File: src/rtl/alu_pkg.sv
// Shared types for the ALU arbiter slice: opcodes, flag bit positions, FSM states.
// No logic; imported by the ALU, the picker's users and the arbiter top.
// Optional feature macro used elsewhere in the slice: ALU_ARB_LOCK_EN.
package alu_pkg;

  typedef enum logic [2:0] {
    ADD  = 3'b000,
    SUB  = 3'b001,
    AND  = 3'b010,
    OR   = 3'b011,
    XOR  = 3'b100,
    NOTA = 3'b101,
    NOTB = 3'b110,
    ZERO = 3'b111
  } alu_op_t;

  localparam int FLAG_N = 3;
  localparam int FLAG_Z = 2;
  localparam int FLAG_C = 1;
  localparam int FLAG_V = 0;

  typedef enum logic [1:0] {
    IDLE = 2'd0,
    EXEC = 2'd1,
    RESP = 2'd2
  } arb_state_t;

endpackage

File: src/rtl/alu_arbiter_if.sv
// Request/response bundle between the issue agents and the shared ALU arbiter.
// master = requester/consumer side, slave = arbiter side.
// req_lock exists only when ALU_ARB_LOCK_EN is defined.
interface alu_arbiter_if #(
  parameter int M = 4,
  parameter int N = 4
);
  localparam int IW = $clog2(N);

  logic [N-1:0]                  req_valid;
  logic [N-1:0]                  req_ready;
  logic [N-1:0][M-1:0]           req_a;
  logic [N-1:0][M-1:0]           req_b;
  alu_pkg::alu_op_t [N-1:0]      req_op;
  logic                          resp_valid;
  logic [IW-1:0]                 resp_id;
  logic [M-1:0]                  resp_y;
  logic [3:0]                    resp_flags;
  logic                          resp_ready;
`ifdef ALU_ARB_LOCK_EN
  logic [N-1:0]                  req_lock;

  modport master (
    output req_valid, req_a, req_b, req_op, req_lock, resp_ready,
    input  req_ready, resp_valid, resp_id, resp_y, resp_flags
  );

  modport slave (
    input  req_valid, req_a, req_b, req_op, req_lock, resp_ready,
    output req_ready, resp_valid, resp_id, resp_y, resp_flags
  );
`else
  modport master (
    output req_valid, req_a, req_b, req_op, resp_ready,
    input  req_ready, resp_valid, resp_id, resp_y, resp_flags
  );

  modport slave (
    input  req_valid, req_a, req_b, req_op, resp_ready,
    output req_ready, resp_valid, resp_id, resp_y, resp_flags
  );
`endif

endinterface

File: src/rtl/alu.sv
// M-bit combinational ALU producing result and {N,Z,C,V} flags.
// Zero latency; no handshake, the caller registers inputs and outputs.
module alu
  import alu_pkg::*;
#(
  parameter int M = 4
) (
  input  logic [M-1:0] a,
  input  logic [M-1:0] b,
  input  alu_op_t      op,
  output logic [M-1:0] y,
  output logic [3:0]   flags
);

  logic [M-1:0] b_eff;
  logic [M:0]   sum;
  logic         c;
  logic         v;

  // SUB reuses the adder as A + ~B + 1; C/V come only from ADD/SUB.
  always_comb begin
    b_eff = (op == SUB) ? ~b : b;
    sum   = {1'b0, a} + {1'b0, b_eff} + {{M{1'b0}}, (op == SUB)};
    y     = '0;
    c     = 1'b0;
    v     = 1'b0;
    case (op)
      ADD, SUB: begin
        y = sum[M-1:0];
        c = sum[M];
        v = (a[M-1] == b_eff[M-1]) && (sum[M-1] != a[M-1]);
      end
      AND:     y = a & b;
      OR:      y = a | b;
      XOR:     y = a ^ b;
      NOTA:    y = ~a;
      NOTB:    y = ~b;
      default: y = '0;
    endcase
    flags         = '0;
    flags[FLAG_N] = y[M-1];
    flags[FLAG_Z] = (y == '0);
    flags[FLAG_C] = c;
    flags[FLAG_V] = v;
  end

endmodule

File: src/rtl/rr_picker.sv
// Round-robin picker: first valid index at or after ptr, searching upward mod N.
// Purely combinational, zero latency; no backpressure of its own.
module rr_picker #(
  parameter int N  = 4,
  parameter int IW = $clog2(N)
) (
  input  logic [N-1:0]  valid,
  input  logic [IW-1:0] ptr,
  output logic [N-1:0]  grant,
  output logic [IW-1:0] idx,
  output logic          any
);

  logic [IW-1:0] j;

  // Walk the rotated request vector and keep only the first hit.
  always_comb begin
    grant = '0;
    idx   = '0;
    any   = 1'b0;
    j     = '0;
    for (int i = 0; i < N; i++) begin
      j = IW'((int'(ptr) + i) % N);
      if (!any && valid[j]) begin
        any      = 1'b1;
        idx      = j;
        grant[j] = 1'b1;
      end
    end
  end

endmodule

File: src/rtl/alu_arbiter.sv
// Shares one ALU among N requesters: round-robin grant, registered operands and result.
// Latency grant->resp_valid 2 cycles, 3-cycle minimum occupancy per operation.
// resp_ready low holds RESP (result, id stable) and blocks all new grants.
// With ALU_ARB_LOCK_EN defined, a locked requester keeps top priority after its response.
module alu_arbiter
  import alu_pkg::*;
#(
  parameter int M = 4,
  parameter int N = 4
) (
  input  logic          clk,
  input  logic          rst_n,
  alu_arbiter_if.slave  bus
);

  localparam int IW = $clog2(N);

  localparam logic [1:0] ST_IDLE = IDLE;
  localparam logic [1:0] ST_EXEC = EXEC;
  localparam logic [1:0] ST_RESP = RESP;

  logic [1:0]    state;
  logic [IW-1:0] ptr;
  logic [IW-1:0] id;
  logic [IW-1:0] id_inc;
  logic [IW-1:0] ptr_nxt;
  logic [M-1:0]  a_q;
  logic [M-1:0]  b_q;
  alu_op_t       op_q;
  logic [M-1:0]  resp_y_q;
  logic [3:0]    resp_flags_q;

  logic [N-1:0]  grant;
  logic [IW-1:0] win;
  logic          any;
  logic [M-1:0]  alu_y;
  logic [3:0]    alu_flags;

  rr_picker #(.N(N), .IW(IW)) u_pick (
    .valid (bus.req_valid),
    .ptr   (ptr),
    .grant (grant),
    .idx   (win),
    .any   (any)
  );

  alu #(.M(M)) u_alu (
    .a     (a_q),
    .b     (b_q),
    .op    (op_q),
    .y     (alu_y),
    .flags (alu_flags)
  );

  // Grants are only visible in IDLE and never while reset is held.
  assign bus.req_ready  = (rst_n && state == ST_IDLE) ? grant : '0;
  assign bus.resp_valid = (state == ST_RESP);
  assign bus.resp_id    = id;
  assign bus.resp_y     = resp_y_q;
  assign bus.resp_flags = resp_flags_q;

  // Next round-robin start point once the current response is taken.
  always_comb begin
    id_inc = (id == IW'(N - 1)) ? '0 : id + 1'b1;
`ifdef ALU_ARB_LOCK_EN
    ptr_nxt = bus.req_lock[id] ? id : id_inc;
`else
    ptr_nxt = id_inc;
`endif
  end

  // IDLE latches the winner, EXEC registers the ALU output, RESP waits for the consumer.
  always_ff @(posedge clk or negedge rst_n) begin
    if (!rst_n) begin
      state        <= ST_IDLE;
      ptr          <= '0;
      id           <= '0;
      a_q          <= '0;
      b_q          <= '0;
      op_q         <= ADD;
      resp_y_q     <= '0;
      resp_flags_q <= '0;
    end else begin
      case (state)
        ST_IDLE: begin
          if (any) begin
            a_q   <= bus.req_a[win];
            b_q   <= bus.req_b[win];
            op_q  <= bus.req_op[win];
            id    <= win;
            state <= ST_EXEC;
          end
        end
        ST_EXEC: begin
          resp_y_q     <= alu_y;
          resp_flags_q <= alu_flags;
          state        <= ST_RESP;
        end
        ST_RESP: begin
          if (bus.resp_ready) begin
            ptr   <= ptr_nxt;
            state <= ST_IDLE;
          end
        end
        default: state <= ST_IDLE;
      endcase
    end
  end

endmodule

File: src/flat_wrapper.sv
// flat-port wrapper written by rule: the top's interface ports become plain ports
module alu_arbiter_flat import alu_pkg::*;
#(
  parameter int M = 4,
  parameter int N = 4
)
  (clk, rst_n, bus_req_valid, bus_req_a, bus_req_b, bus_req_op, bus_resp_ready, bus_req_ready, bus_resp_valid, bus_resp_id, bus_resp_y, bus_resp_flags);
  alu_arbiter_if #(.M(M), .N(N)) bus_i ();
  input  logic clk;
  input  logic rst_n;
  input wire logic [$bits(bus_i.req_valid)-1:0] bus_req_valid;
  input wire logic [$bits(bus_i.req_a)-1:0] bus_req_a;
  input wire logic [$bits(bus_i.req_b)-1:0] bus_req_b;
  input wire logic [$bits(bus_i.req_op)-1:0] bus_req_op;
  input wire logic [$bits(bus_i.resp_ready)-1:0] bus_resp_ready;
  output wire logic [$bits(bus_i.req_ready)-1:0] bus_req_ready;
  output wire logic [$bits(bus_i.resp_valid)-1:0] bus_resp_valid;
  output wire logic [$bits(bus_i.resp_id)-1:0] bus_resp_id;
  output wire logic [$bits(bus_i.resp_y)-1:0] bus_resp_y;
  output wire logic [$bits(bus_i.resp_flags)-1:0] bus_resp_flags;
  assign bus_i.req_valid = bus_req_valid;
  assign bus_i.req_a = bus_req_a;
  assign bus_i.req_b = bus_req_b;
  assign bus_i.req_op = bus_req_op;
  assign bus_i.resp_ready = bus_resp_ready;
  assign bus_req_ready = bus_i.req_ready;
  assign bus_resp_valid = bus_i.resp_valid;
  assign bus_resp_id = bus_i.resp_id;
  assign bus_resp_y = bus_i.resp_y;
  assign bus_resp_flags = bus_i.resp_flags;
  alu_arbiter #(.M(M), .N(N)) u_core (.clk(clk), .rst_n(rst_n), .bus(bus_i));
endmodule
File: config.mk
export PLATFORM = sky130hd
export DESIGN_NAME = alu_arbiter_flat
export DESIGN_NICKNAME = d
export VERILOG_FILES = /design/src/rtl/alu_pkg.sv /design/src/rtl/alu_arbiter_if.sv /design/src/rtl/alu.sv /design/src/rtl/rr_picker.sv /design/src/rtl/alu_arbiter.sv /design/src/flat_wrapper.sv
export SDC_FILE = /design/constraint.sdc
export NUM_CORES = 1
export LEC_CHECK = 0
export ABC_AREA = 1
export BUFFER_PORTS_ARGS = -buffer_cell sky130_fd_sc_hd__buf_2
export CORE_MARGIN = 2
export CORE_UTILIZATION = 58
export DETAILED_ROUTE_END_ITERATION = 16
export PLACE_DENSITY = 0.86
export SYNTH_ARGS = -nofsm -noshare
export SYNTH_HDL_FRONTEND = slang
export SYNTH_HIERARCHICAL = 1
export SYNTH_SLANG_ARGS = --single-unit
File: constraint.sdc
create_clock -name clk -period 4.3 [get_ports clk]
set_input_delay 0.86 -clock clk [delete_from_list [all_inputs] [get_ports clk]]
set_output_delay 0.86 -clock clk [all_outputs]
set_load 0.005 [all_outputs]
After elaboration in Yosys (flattened, before gate mapping)
Index checks and enable logic that the tools add are counted.
{"block": "totals", "word_cells": 106, "ff_bits": 25}
{"block": "classes", "n_bitwise": 8, "reduce_logical": 19, "addsub": 6, "mux": 43, "n_lt_le_gt_ge": 9, "eq_ne": 13}
{"operator": "$mux W4", "count": 8}
{"operator": "$pmux W4 S6", "count": 1}
{"operator": "$bmux W4 S2", "count": 2}
{"operator": "$or A4 B4 Y4", "count": 4}
{"operator": "$lt A2 B3 Y1 const B", "count": 5}
{"operator": "$mux W1", "count": 14}
{"operator": "$mux W2", "count": 7}
{"operator": "$eq A3 B3 Y1 const B", "count": 3}
{"operator": "$logic_and A1 B1 Y1", "count": 9}
{"operator": "$bmux W1 S2", "count": 4}
{"operator": "$demux W1 S2", "count": 4}
{"operator": "$ge A2 B1 Y1 const B", "count": 4}
{"operator": "$not A4 Y4", "count": 2}
{"operator": "$bmux W3 S2", "count": 1}
{"operator": "$eq A3 B2 Y1 const B", "count": 2}
{"operator": "$pmux W2 S3", "count": 1}
{"operator": "$reduce_and A2 Y1", "count": 3}
{"operator": "$add A4 B4 Y5", "count": 1}
{"operator": "$add A5 B1 Y5", "count": 1}
{"operator": "$add A2 B1 Y2 const B", "count": 2}
{"operator": "$add A2 B2 Y2 const B", "count": 2}
{"operator": "$and A4 B4 Y4", "count": 1}
{"operator": "$eq A2 B2 Y1 const B", "count": 2}
{"operator": "$logic_not A4 Y1", "count": 1}
{"operator": "12 further kinds", "count": 14}

Logic depth before layout (Yosys ltp)
Gate-level depths: netlist of the first run.
{"block": "depth", "word_depth": 14, "ltp_mapped": 16}

By module
Netlist of the first run, hierarchy kept.
{"mod": "alu_arbiter", "cells_per_inst": 226, "instances": 1, "area_each_um2": 1476.4, "seq_area_each_um2": 625.6}
{"mod": "alu", "cells_per_inst": 111, "instances": 1, "area_each_um2": 665.6, "seq_area_each_um2": 0.0}
{"mod": "rr_picker", "cells_per_inst": 74, "instances": 1, "area_each_um2": 440.4, "seq_area_each_um2": 0.0}

Worst setup path before layout of the first run
No wires, ideal clock.
{"block": "synth_timing", "path_type": "input-to-output", "from": "input bus_req_valid[3]", "to": "output bus_req_ready[0]", "stages": 9, "setup_slack_ns": 1.720, "path_buffers": 0, "arrival_time_ns": 1.720, "path_cell_list": "inv_1 nand2_1 nand3_4 nand2_4 nor2_1 a21oi_1 nand3_1 inv_1 nor2_1"}
{"block": "synth_via", "elab_chain_cells": 13, "elab_cells_between_ends": 25}
{"item": "start, declared", "line_no": "flat_wrapper.sv:11", "source": "input wire logic [$bits(bus_i.req_valid)-1:0] bus_req_valid;"}
{"item": "$bmux W1 S2", "line_no": "rr_picker.sv:24", "source": "if (!any && valid[j]) begin"}
{"item": "$mux W1 (not written as such)", "line_no": "rr_picker.sv:24"}
{"item": "$mux W1", "line_no": "rr_picker.sv:24"}
{"item": "$logic_not A1 Y1", "line_no": "rr_picker.sv:24"}
{"item": "$logic_and A1 B1 Y1", "line_no": "rr_picker.sv:24"}
{"item": "$mux W1", "line_no": "rr_picker.sv:24"}
{"item": "$logic_not A1 Y1", "line_no": "rr_picker.sv:24"}
{"item": "$logic_and A1 B1 Y1", "line_no": "rr_picker.sv:24"}
{"item": "$mux W1", "line_no": "rr_picker.sv:24"}
{"item": "$logic_not A1 Y1", "line_no": "rr_picker.sv:24"}
{"item": "$logic_and A1 B1 Y1", "line_no": "rr_picker.sv:24"}
{"item": "$mux W4 (*)", "line_no": "rr_picker.sv:24"}
{"item": "via u_core.grant[0]", "line_no": "alu_arbiter.sv:33", "source": "logic [N-1:0] grant;"}
{"item": "$mux W4 (*)", "line_no": "alu_arbiter.sv:56", "source": "assign bus.req_ready = (rst_n && state == ST_IDLE) ? grant : '0;"}
{"item": "end, declared", "line_no": "flat_wrapper.sv:16", "source": "output wire logic [$bits(bus_i.req_ready)-1:0] bus_req_ready;"}
Mark *: on every way through the listed nets, which the timed path passes. The rest lies on a longest branch. The select of a mux whose other input is x is not followed.

Worst setup path after layout of the first run
{"block": "layout_timing", "from": "register u_core.ptr[0]", "to": "output bus_req_ready[2]"}
{"block": "layout_via", "elab_chain_cells": 13, "elab_cells_between_ends": 48}
{"item": "start, declared", "line_no": "alu_arbiter.sv:23", "source": "logic [IW-1:0] ptr;"}
{"item": "start signal, assigned", "line_no": "alu_arbiter.sv:101", "source": "ptr <= ptr_nxt;"}
{"item": "parallel branches: the longest is 11 deep, another holds $lt A2 B3 Y1"}
{"item": "$mux W4 (*)", "line_no": "rr_picker.sv:24"}
{"item": "via u_core.grant[2]", "line_no": "alu_arbiter.sv:33"}
{"item": "$mux W4 (*)", "line_no": "alu_arbiter.sv:56"}
Mark *: on every way through the listed nets, which the timed path passes. The select of a mux whose other input is x is not followed.

==> results of run 1 <==
[routing by layer]
metal	part of all wire (%)	vias to the layer above	GRT usage [%]
met5	0	-	0
met4	0.71	0	5.87
met3	5.4	8	3.13
met2	51	89	45.7
met1	43	1192	27.3
li1	-	1386	-
[power by group through the flow]
stage | registers (uW) | clock network, uW | logic (uW)
floorplan | 456 | 0 | 1660
global placement | 496 | 0 | 1810
CTS | 499 | 136 | 1870
finish | 498 | 130 | 1880
detailed placement | 503 | 0 | 1860
global route | 521 | 146 | 2160
[flip-flops by register name, summed over array words and instances (netlist names)]
register / flops
u_core/a_q: 4
u_core/b_q: 4
u_core/bus.resp_flags: 4
u_core/bus.resp_id: 2
u_core/bus.resp_y: 4
u_core/op_q: 3
u_core/ptr: 2
u_core/state: 2
[path summary, 6_finish.rpt]
| kind | from | end | cells past startpoint |
|---|---|---|---|
| worst max-delay path | u_core/ptr[0] | bus_req_ready[2] | 11 |
| worst min-delay path | u_core/bus.resp_y[3] | u_core/bus.resp_y[3] | 2 |
| worst max register to register | u_core/ptr[0] | u_core/a_q[2] | 14 |
| worst min register to register | u_core/bus.resp_y[3] | u_core/bus.resp_y[3] | 2 |
| max in group asynchronous | rst_n | u_core/b_q[3] | 1 |
| min in group asynchronous | rst_n | u_core/bus.resp_flags[0] | 1 |
[cells by family after synthesis]
logic type | share of synthesized area, %
flops | 24.2
fa+ha+maj | 9.50
buf+inv | 13.6
xor+xnor | 1.02
compound gates | 4.36
simple gates | 47.3
[per-stage QoR]
stage                     instance area, um2  hold WS [ns]  power [uW]  util [%]
after floorplan                         2580         0.465        2110         -
after global placement                  2860         0.450        2310      66.2
after detailed placement                2860         0.453        2360      66.2
after CTS                               2910         0.474        2510      67.2
after global routing                    2910         0.510        2830      67.2
final                                   2910         0.467        2510      67.2
[worst max-delay path, delay by kind of cell, from the launching register on]
kind            cells  cell delay, ns
simple gates        5            0.65
compound gates      1            0.15
flops               1            0.53
buf+inv             4            0.44
fa+ha+maj           1            0.39
[synthesized netlist by cell type]
cell type	instances	share of area, %
a21boi_0	4	1.2
a21boi_1	1	0.29
a21oi_1	10	1.9
buf_2	2	0.39
buf_4	9	2.6
buf_6	3	1.3
dfrtp_1	25	24
fa_1	1	0.78
ha_1	18	8.7
inv_1	59	8.6
inv_2	5	0.73
nand2_1	153	22
nand2_2	10	2.4
nand2_4	3	1.3
nand3_1	56	11
nand3_2	3	1.2
nand3_4	1	0.68
nand3b_1	1	0.29
nand3b_4	1	0.78
nand4_1	7	1.7
nor2_1	21	3.1
nor2_2	8	1.9
nor2_4	2	0.87
o21ai_0	1	0.19
o21ai_1	4	0.78
xor2_1	3	1.0
[final cells by class]
cell class | instances | area share, %
inverter | 64 | 8.27
multi-input combinational | 308 | 55.2
tap | 52 | 2.24
timing repair buffer | 65 | 11.2
clock buffer | 4 | 1.55
sequential | 25 | 21.5
==> flow_summary_export.csv, run 1 <==
group,metric,value,unit
power,p_int,1070,uW
critical_path,crit_fanout,10,
clock_tree,cts_tree,"done",
global_routing,grt_max_degree,27,
cells_and_area,nNetsFinal,537,
power,pwr-share-seq,19.9,%
die,die_h,70.7,um
clock_tree,cts_made_buffers,3,
run_status,status,"finished, final reports clean",
power,switching_share,57.2,%
global_routing,grt_pass1_wl,10100,um
sta,slew_headroom,46.6,%
die,core-area,4320,um2
logic_synthesis,postSynthCellCount,411,
die,die_x,70.7,um
sta,finClkSkew,0.00163,ns
placement,dp_worst_setup_slack,1.08,ns
sta,worst_slack,1.02,ns
cells_and_area,syn_to_final_growth,12.5,%
logic_synthesis,synth_seq_area_share,24.2,%
placement,gp_congestion,0.886,
logic_synthesis,synth-seq-cells,25,
logic_synthesis,ys_types,26,
critical_path,crit_arrival,2.42,ns
detailed_routing,vias_per_cell,5.16,
critical_path,critPathKind,"register to output port",
global_routing,grt_antenna_before_repair,0,
global_routing,overflow,0,
flow_run,maxCapViolations,0,
logic_synthesis,syn_area_per_cell,6.28,um2
logic_synthesis,ys.warnings.count,6,
detailed_routing,vias,2675,
clock_tree,cts_hold_buf,0,
placement,dp_hpwl,4580,um
detailed_routing,firstDrtPassIters,5,
critical_path,critPathCaptureType,"output port",
detailed_routing,postRouteAntennaNets,0,
power,switchingPower,1430,uW
die,die-area,5000,um2
detailed_routing,drt_iter0_drc,140,
cells_and_area,multi_input_area,1610,um2
detailed_routing,wl_per_cell,10.9,um
critical_path,crit_path_cell_trace,"inv_2, ha_1, inv_1, nand3_1, nand2_1, nor2_1, a21oi_1, nand3_1, inv_1, nor2_1, buf_2",
critical_path,reg2reg_slack,1.04,ns
logic_synthesis,syn_area,2580,um2
clock_tree,path_clk_slew,0.08,ns
sta,finalHoldViolCount,0,
sta,slew_violations,0,
cells_and_area,mostFrequentLayoutCell,"nand2_1",
cells_and_area,seqCellArea,626,um2
power,pwr-share-clk,5.2,%
cells_and_area,nFillCells,403,
worst_hold_path,min_path_type,"register to register",
critical_path,start_kind,"register",
cells_and_area,diodes,0,
critical_path,worstPathRequired,3.44,ns
clock_tree,cts_setup_buffers,0,
critical_path,cpPeakStageDelay,0.53,ns
power,p_leak,0.00179,uW
critical_path,critPathSlowestCell,"dfrtp_1",
global_routing,grt_usage,23.7,%
power,comb_power_share,74.9,%
sta,period_needed,3.28,ns
cells_and_area,drive_gt1_share,21.7,%
cells_and_area,layout_common_cells,"nand2_1 (153), buf_2 (65), inv_1 (59)",
die,start_util,59.7,%
die,fp-row-count,24,
placement,dp_cells,514,
placement,port_buffers,65,
detailed_routing,drc,0,
clock_tree,cts_root_buf,"clkbuf_8",
clock_tree,cts_max_level,1,
sta,rsz0062_at_grt,"no",
die,io_pins,66,
clock_tree,clk_path_buf_depth,2,
clock_tree,clk-insertion-delay-late,0.26,ns
clock_tree,cts_resized,0,
sta,post-route-period-util,76.4,%
global_routing,grt_pass1_vias,2581,
clock_tree,clock_sinks,25,
sta,max_freq,305,MHz
cells_and_area,stdcell_count,518,
sta,finalSetupViolCount,0,
sta,tightest_slew,0.799,ns
power,vdd_drop_max,0.398,mV
logic_synthesis,synth_nets,481,
power,power.density,862,nW/um2
detailed_routing,totalWireLength,5620,um
sta,tns,0,ns
Power figures use the tool's default switching activity.
==> inputs of run 2 (changes only) <==
Settings changed: CORE_UTILIZATION 58 to 49, PLACE_DENSITY 0.86 to 0.78.
Clock period 4.3 ns to 2.7 ns, I/O delays scaled along.
==> run 2 against run 1 <==
Largest cell class unchanged. Count of clock-buffer cells in the layout decreased by 1. Non-clock buffer count grew 12. Largest power group unchanged. Sequential share of layout area decreased by 0.85 points. Sequential power is 53% higher.
==> flow_summary_export.csv, run 2 (same netlist as run 1, synthesis figures left out) <==
group,metric,value,unit
clock_tree,path_clk_slew,0.09,ns
cells_and_area,multi_input_area,1610,um2
die,io_pins,66,
cells_and_area,diodes,0,
die,die_h,76.6,um
detailed_routing,top_layer_used,"met4",
clock_tree,cts_hold_buf,0,
clock_tree,clk-insertion-delay-late,0.27,ns
detailed_routing,drc,0,
critical_path,critPathKind,"register to output port",
sta,max_freq,396,MHz
detailed_routing,vias,2688,
global_routing,grt_pass1_vias,2539,
detailed_routing,vias_per_cell,4.91,
detailed_routing,wl_per_cell,10.9,um
die,die-area,5870,um2
global_routing,overflow,0,
run_status,status,"finished, final reports clean",
clock_tree,cts_tree,"done",
cells_and_area,nNetsFinal,549,
detailed_routing,met1_length,2590,um
global_routing,grt_antenna_before_repair,0,
sta,finClkSkew,0.00271,ns
sta,post-route-period-util,93.4,%
cells_and_area,drive_gt1_share,24.3,%
sta,tightest_slew,0.558,ns
die,start_util,50.6,%
critical_path,crit_arrival,1.98,ns
sta,slew_headroom,62.7,%
sta,slew_violations,0,
detailed_routing,totalWireLength,5990,um
power,finalPower,4220,uW
cells_and_area,syn_to_final_growth,17.2,%
sta,tns,0,ns
power,vdd_drop_max,0.675,mV
cells_and_area,layout_common_cells,"nand2_1 (153), buf_2 (65), inv_1 (59)",
critical_path,critPathCaptureType,"output port",
global_routing,grt_pass1_wl,10500,um
cells_and_area,final_core_util,59.2,%
cells_and_area,mostFrequentLayoutCell,"nand2_1",
power,p_leak,0.00185,uW
sta,whs,0.263,ns
critical_path,start_kind,"register",
placement,gp_congestion,0.916,
clock_tree,cts_max_level,1,
flow_run,maxCapViolations,0,
sta,period_needed,2.52,ns
sta,finalSetupViolCount,0,
die,die_x,76.6,um
detailed_routing,postRouteAntennaNets,0,
critical_path,worstPathRequired,2.16,ns
detailed_routing,drt_iter0_drc,128,
sta,finalHoldViolCount,0,
detailed_routing,firstDrtPassIters,4,
placement,port_buffers,65,
cells_and_area,nFillCells,517,
clock_tree,cts_made_buffers,3,
die,fp-row-count,26,
clock_tree,clk_path_buf_depth,2,
worst_hold_path,min_path_type,"input pin to asynchronous set/reset pin",
placement,dp_hpwl,4800,um
critical_path,crit_fanout,6,
cells_and_area,seqCellArea,626,um2
detailed_routing,routed-wl-met3,225,um
clock_tree,cts_root_buf,"clkbuf_8",
clock_tree,clock_sinks,25,
detailed_routing,wl_met2,3130,um
die,core-area,5110,um2
sta,rsz0062_at_grt,"no",
global_routing,grt_max_degree,26,
power,power.density,1400,nW/um2
global_routing,grt_usage,21.2,%
[run 2: cell count changes in the layout (fill, tap and decap cells not counted), sizes merged]
cell,previous run,this run
buf,65,77
clkbuf,4,3
clkinv,0,1
[run 2: stage by stage]
step	area (um2)	setup slack (ns)	instances
finish	3030	0.177	548
global route	3030	0.00114	548
CTS	2990	0.0836	544
detailed placement	2940	0.299	540
global placement	2940	0.311	540
floorplan	2580	0.450	411
[run 2: final cells by class]
cell class | count | area share, %
well taps | 70 | 2.89
clock buffers | 3 | 1.36
repair buffers | 77 | 13.7
inverters | 64 | 7.94
clock inverters | 1 | 0.165
flip-flops and latches | 25 | 20.7
multi-input cells | 308 | 53.2
[run 2: report_power, final]
part	internal, uW	leakage, uW	total (uW)	switching [uW]
Clock	103	0.0000255	219	116
Sequential	560	0.000314	762	202
Combinational	1200	0.00151	3240	2040
Total	1870	0.00185	4220	2360
[run 2: routing by layer]
metal / GRT usage (%) / up-vias
met5: 0 / -
met4: 4.36 / 0
met3: 3.44 / 6
met2: 39.2 / 65
met1: 25.9 / 1213
li1: - / 1404
[run 2: path summary, 6_finish.rpt]
path	from	end	slack, ns	cells past startpoint
setup / recovery	u_core/ptr[0]	bus_req_ready[0]	0.18	11
min in group clk	u_core/bus.resp_y[0]	u_core/bus.resp_y[0]	0.47	2
hold reg to reg	u_core/bus.resp_y[0]	u_core/bus.resp_y[0]	0.47	2
setup reg to reg	u_core/ptr[0]	u_core/op_q[1]	0.28	15
max in group asynchronous	rst_n	u_core/state[0]	2.20	2
hold / removal	rst_n	u_core/ptr[0]	0.26	2
[run 2: repair_timing]
action                                  4_1_cts  5_1_grt
gates resized for setup                       0        4
endpoints found under the hold margin         0        0
endpoints found under the setup margin        0        9
setup buffers                                 0        4
[run 2: worst max-delay path: stages (launching register included)]
cell and delay (ns):
dfrtp_1 0.37, inv_2 0.05, ha_2 0.36, inv_1 0.09, nand3_1 0.09, nand2_1 0.07, nor2_2 0.23, a21oi_1 0.12
nand3_1 0.09, inv_1 0.04, nor2_1 0.09, buf_2 0.12
==> inputs of run 3 (changes only) <==
Settings changed: CORE_UTILIZATION 49 to 58, PLACE_DENSITY 0.78 to 0.86, REMOVE_ABC_BUFFERS set to 1.
Clock period 2.7 ns to 3 ns, I/O delays scaled along.
==> run 3 against run 2 <==
Wire length shrank 4.6%. Sequential share of layout area grew 0.69 points. Die area shrank 15%. Critical path type unchanged. Largest power group unchanged.
==> flow_summary_export.csv, run 3 (same netlist as run 1, synthesis figures left out) <==
group,metric,value,unit
run_status,status,"finished, final reports clean",
cells_and_area,seqCellArea,628,um2
detailed_routing,vias,2611,
cells_and_area,diodes,0,
die,start_util,59.7,%
critical_path,worstSetupStartpoint,"u_core/ptr[0]",
detailed_routing,drc,0,
global_routing,grt_antenna_before_repair,0,
critical_path,worstPathRequired,2.40,ns
worst_hold_path,min_path_type,"input pin to asynchronous set/reset pin",
die,die_h,70.7,um
clock_tree,clk_path_buf_depth,2,
sta,period_needed,2.79,ns
sta,slew_violations,0,
cells_and_area,mostFrequentLayoutCell,"nand2_1",
clock_tree,cts_max_level,1,
cells_and_area,drive_gt1_share,22.8,%
sta,finalSetupViolCount,0,
clock_tree,cts_made_buffers,3,
sta,tightest_slew,0.496,ns
global_routing,grt_usage,23.6,%
sta,rsz0062_at_grt,"no",
power,p_leak,0.00180,uW
clock_tree,cts_tree,"done",
critical_path,crit_arrival,2.19,ns
critical_path,critPathCaptureType,"output port",
clock_tree,clock_sinks,25,
critical_path,r2r-end,"u_core/a_q[2]",
clock_tree,path_clk_slew,0.09,ns
detailed_routing,met1_length,2510,um
cells_and_area,layout_common_cells,"nand2_1 (153), buf_2 (65), inv_1 (59)",
die,die_x,70.7,um
global_routing,overflow,0,
detailed_routing,wl_met2,2970,um
critical_path,reg2reg_slack,0.62,ns
global_routing,grt_max_degree,26,
power,power.density,1260,nW/um2
critical_path,crit_fanout,13,
detailed_routing,routed-wl-met3,189,um
critical_path,start_kind,"register",
global_routing,grt_pass1_vias,2338,
critical_path,r2r_cells,14,
clock_tree,clk-insertion-delay-late,0.27,ns
placement,port_buffers,65,
cells_and_area,nFillCells,377,
clock_tree,cts_setup_buffers,0,
cells_and_area,final_core_util,68.0,%
cells_and_area,nNetsFinal,540,
detailed_routing,firstDrtPassIters,4,
detailed_routing,top_layer_used,"met4",
die,die-area,5000,um2
placement,gp_congestion,0.945,
sta,tns,0,ns
cells_and_area,syn_to_final_growth,13.8,%
power,vdd_drop_max,0.523,mV
flow_run,maxCapViolations,0,
clock_tree,cts_hold_buf,0,
critical_path,cp-endpoint,"bus_req_ready[2]",
clock_tree,cts_root_buf,"clkbuf_8",
critical_path,r2r_start,"u_core/ptr[0]",
die,io_pins,66,
detailed_routing,postRouteAntennaNets,0,
sta,post-route-period-util,93.0,%
die,fp-row-count,24,
detailed_routing,totalWireLength,5710,um
critical_path,critPathKind,"register to output port",
sta,max_freq,358,MHz
detailed_routing,drt_iter0_drc,116,
power,finalPower,3690,uW
cells_and_area,multi_input_area,1610,um2
placement,dp_hpwl,4610,um
detailed_routing,vias_per_cell,5.01,
global_routing,grt_pass1_wl,9780,um
detailed_routing,wl_per_cell,11.0,um
sta,finalHoldViolCount,0,
die,core-area,4320,um2
sta,finClkSkew,0.00391,ns
sta,slew_headroom,66.9,%
run 3: changes by cell type in the layout (fill, tap and decap cells not counted), sizes merged:
cell and change:
clkbuf +1, buf -9, clkinv -1
run 3: area by class of cell:
cell class / count / share of cell area, %
multi-input cells: 308 / 54.9
flip-flops and latches: 25 / 21.4
repair buffers: 68 / 11.8
inverters: 64 / 8.17
well taps: 52 / 2.21
clock buffers: 4 / 1.53
run 3: worst max-delay path, stage by stage (launching register included):
cell	delay (ns)
dfrtp_2	0.45
inv_2	0.13
ha_1	0.37
inv_1	0.10
nand2_1	0.09
nand2_2	0.06
nor2_4	0.23
nand3_1	0.14
nand3_1	0.11
inv_1	0.04
nor2_1	0.08
buf_2	0.11
run 3: worst min path at each step:
stage	startpoint	slack [ns]	depth (start not counted)	to
floorplan	rst_n	0.30	0	u_core/a_q[0]
global placement	u_core/bus.resp_y[0]	0.45	2	u_core/bus.resp_y[0]
detailed placement	u_core/bus.resp_flags[0]	0.46	2	u_core/bus.resp_flags[0]
CTS	rst_n	0.34	2	u_core/bus.resp_flags[0]
global route	rst_n	0.35	2	u_core/bus.resp_flags[0]
finish	rst_n	0.33	2	u_core/bus.resp_flags[0]
run 3: power by group:
group	switching, uW	internal [uW]
clock network	106	95.1
registers	205	506
logic	1790	986
run 3: what timing repair did:
| item | 4_1_cts | 5_1_grt |
|---|---|---|
| resized for setup | 1 | 3 |
| setup endpoints to repair | 1 | 4 |
| pin swaps | 0 | 0 |
run 3: stage by stage:
step | cells | cell area, um2 | hold WS, ns | worst slack [ns]
2_1_floorplan | 397 | 2470 | 0.304 | 0.370
3_3_place_gp | 517 | 2880 | 0.450 | 0.441
3_5_place_dp | 517 | 2880 | 0.456 | 0.298
4_1_cts | 521 | 2930 | 0.341 | 0.114
5_1_grt | 521 | 2940 | 0.354 | 0.0279
6_report | 521 | 2940 | 0.326 | 0.209
run 3: metal layers:
metal | track usage, % | up-vias
met2 | 45.2 | 58
met1 | 28.9 | 1156
met4 | 3.35 | 0
met3 | 2.56 | 6
li1 | - | 1391
met5 | 0 | -
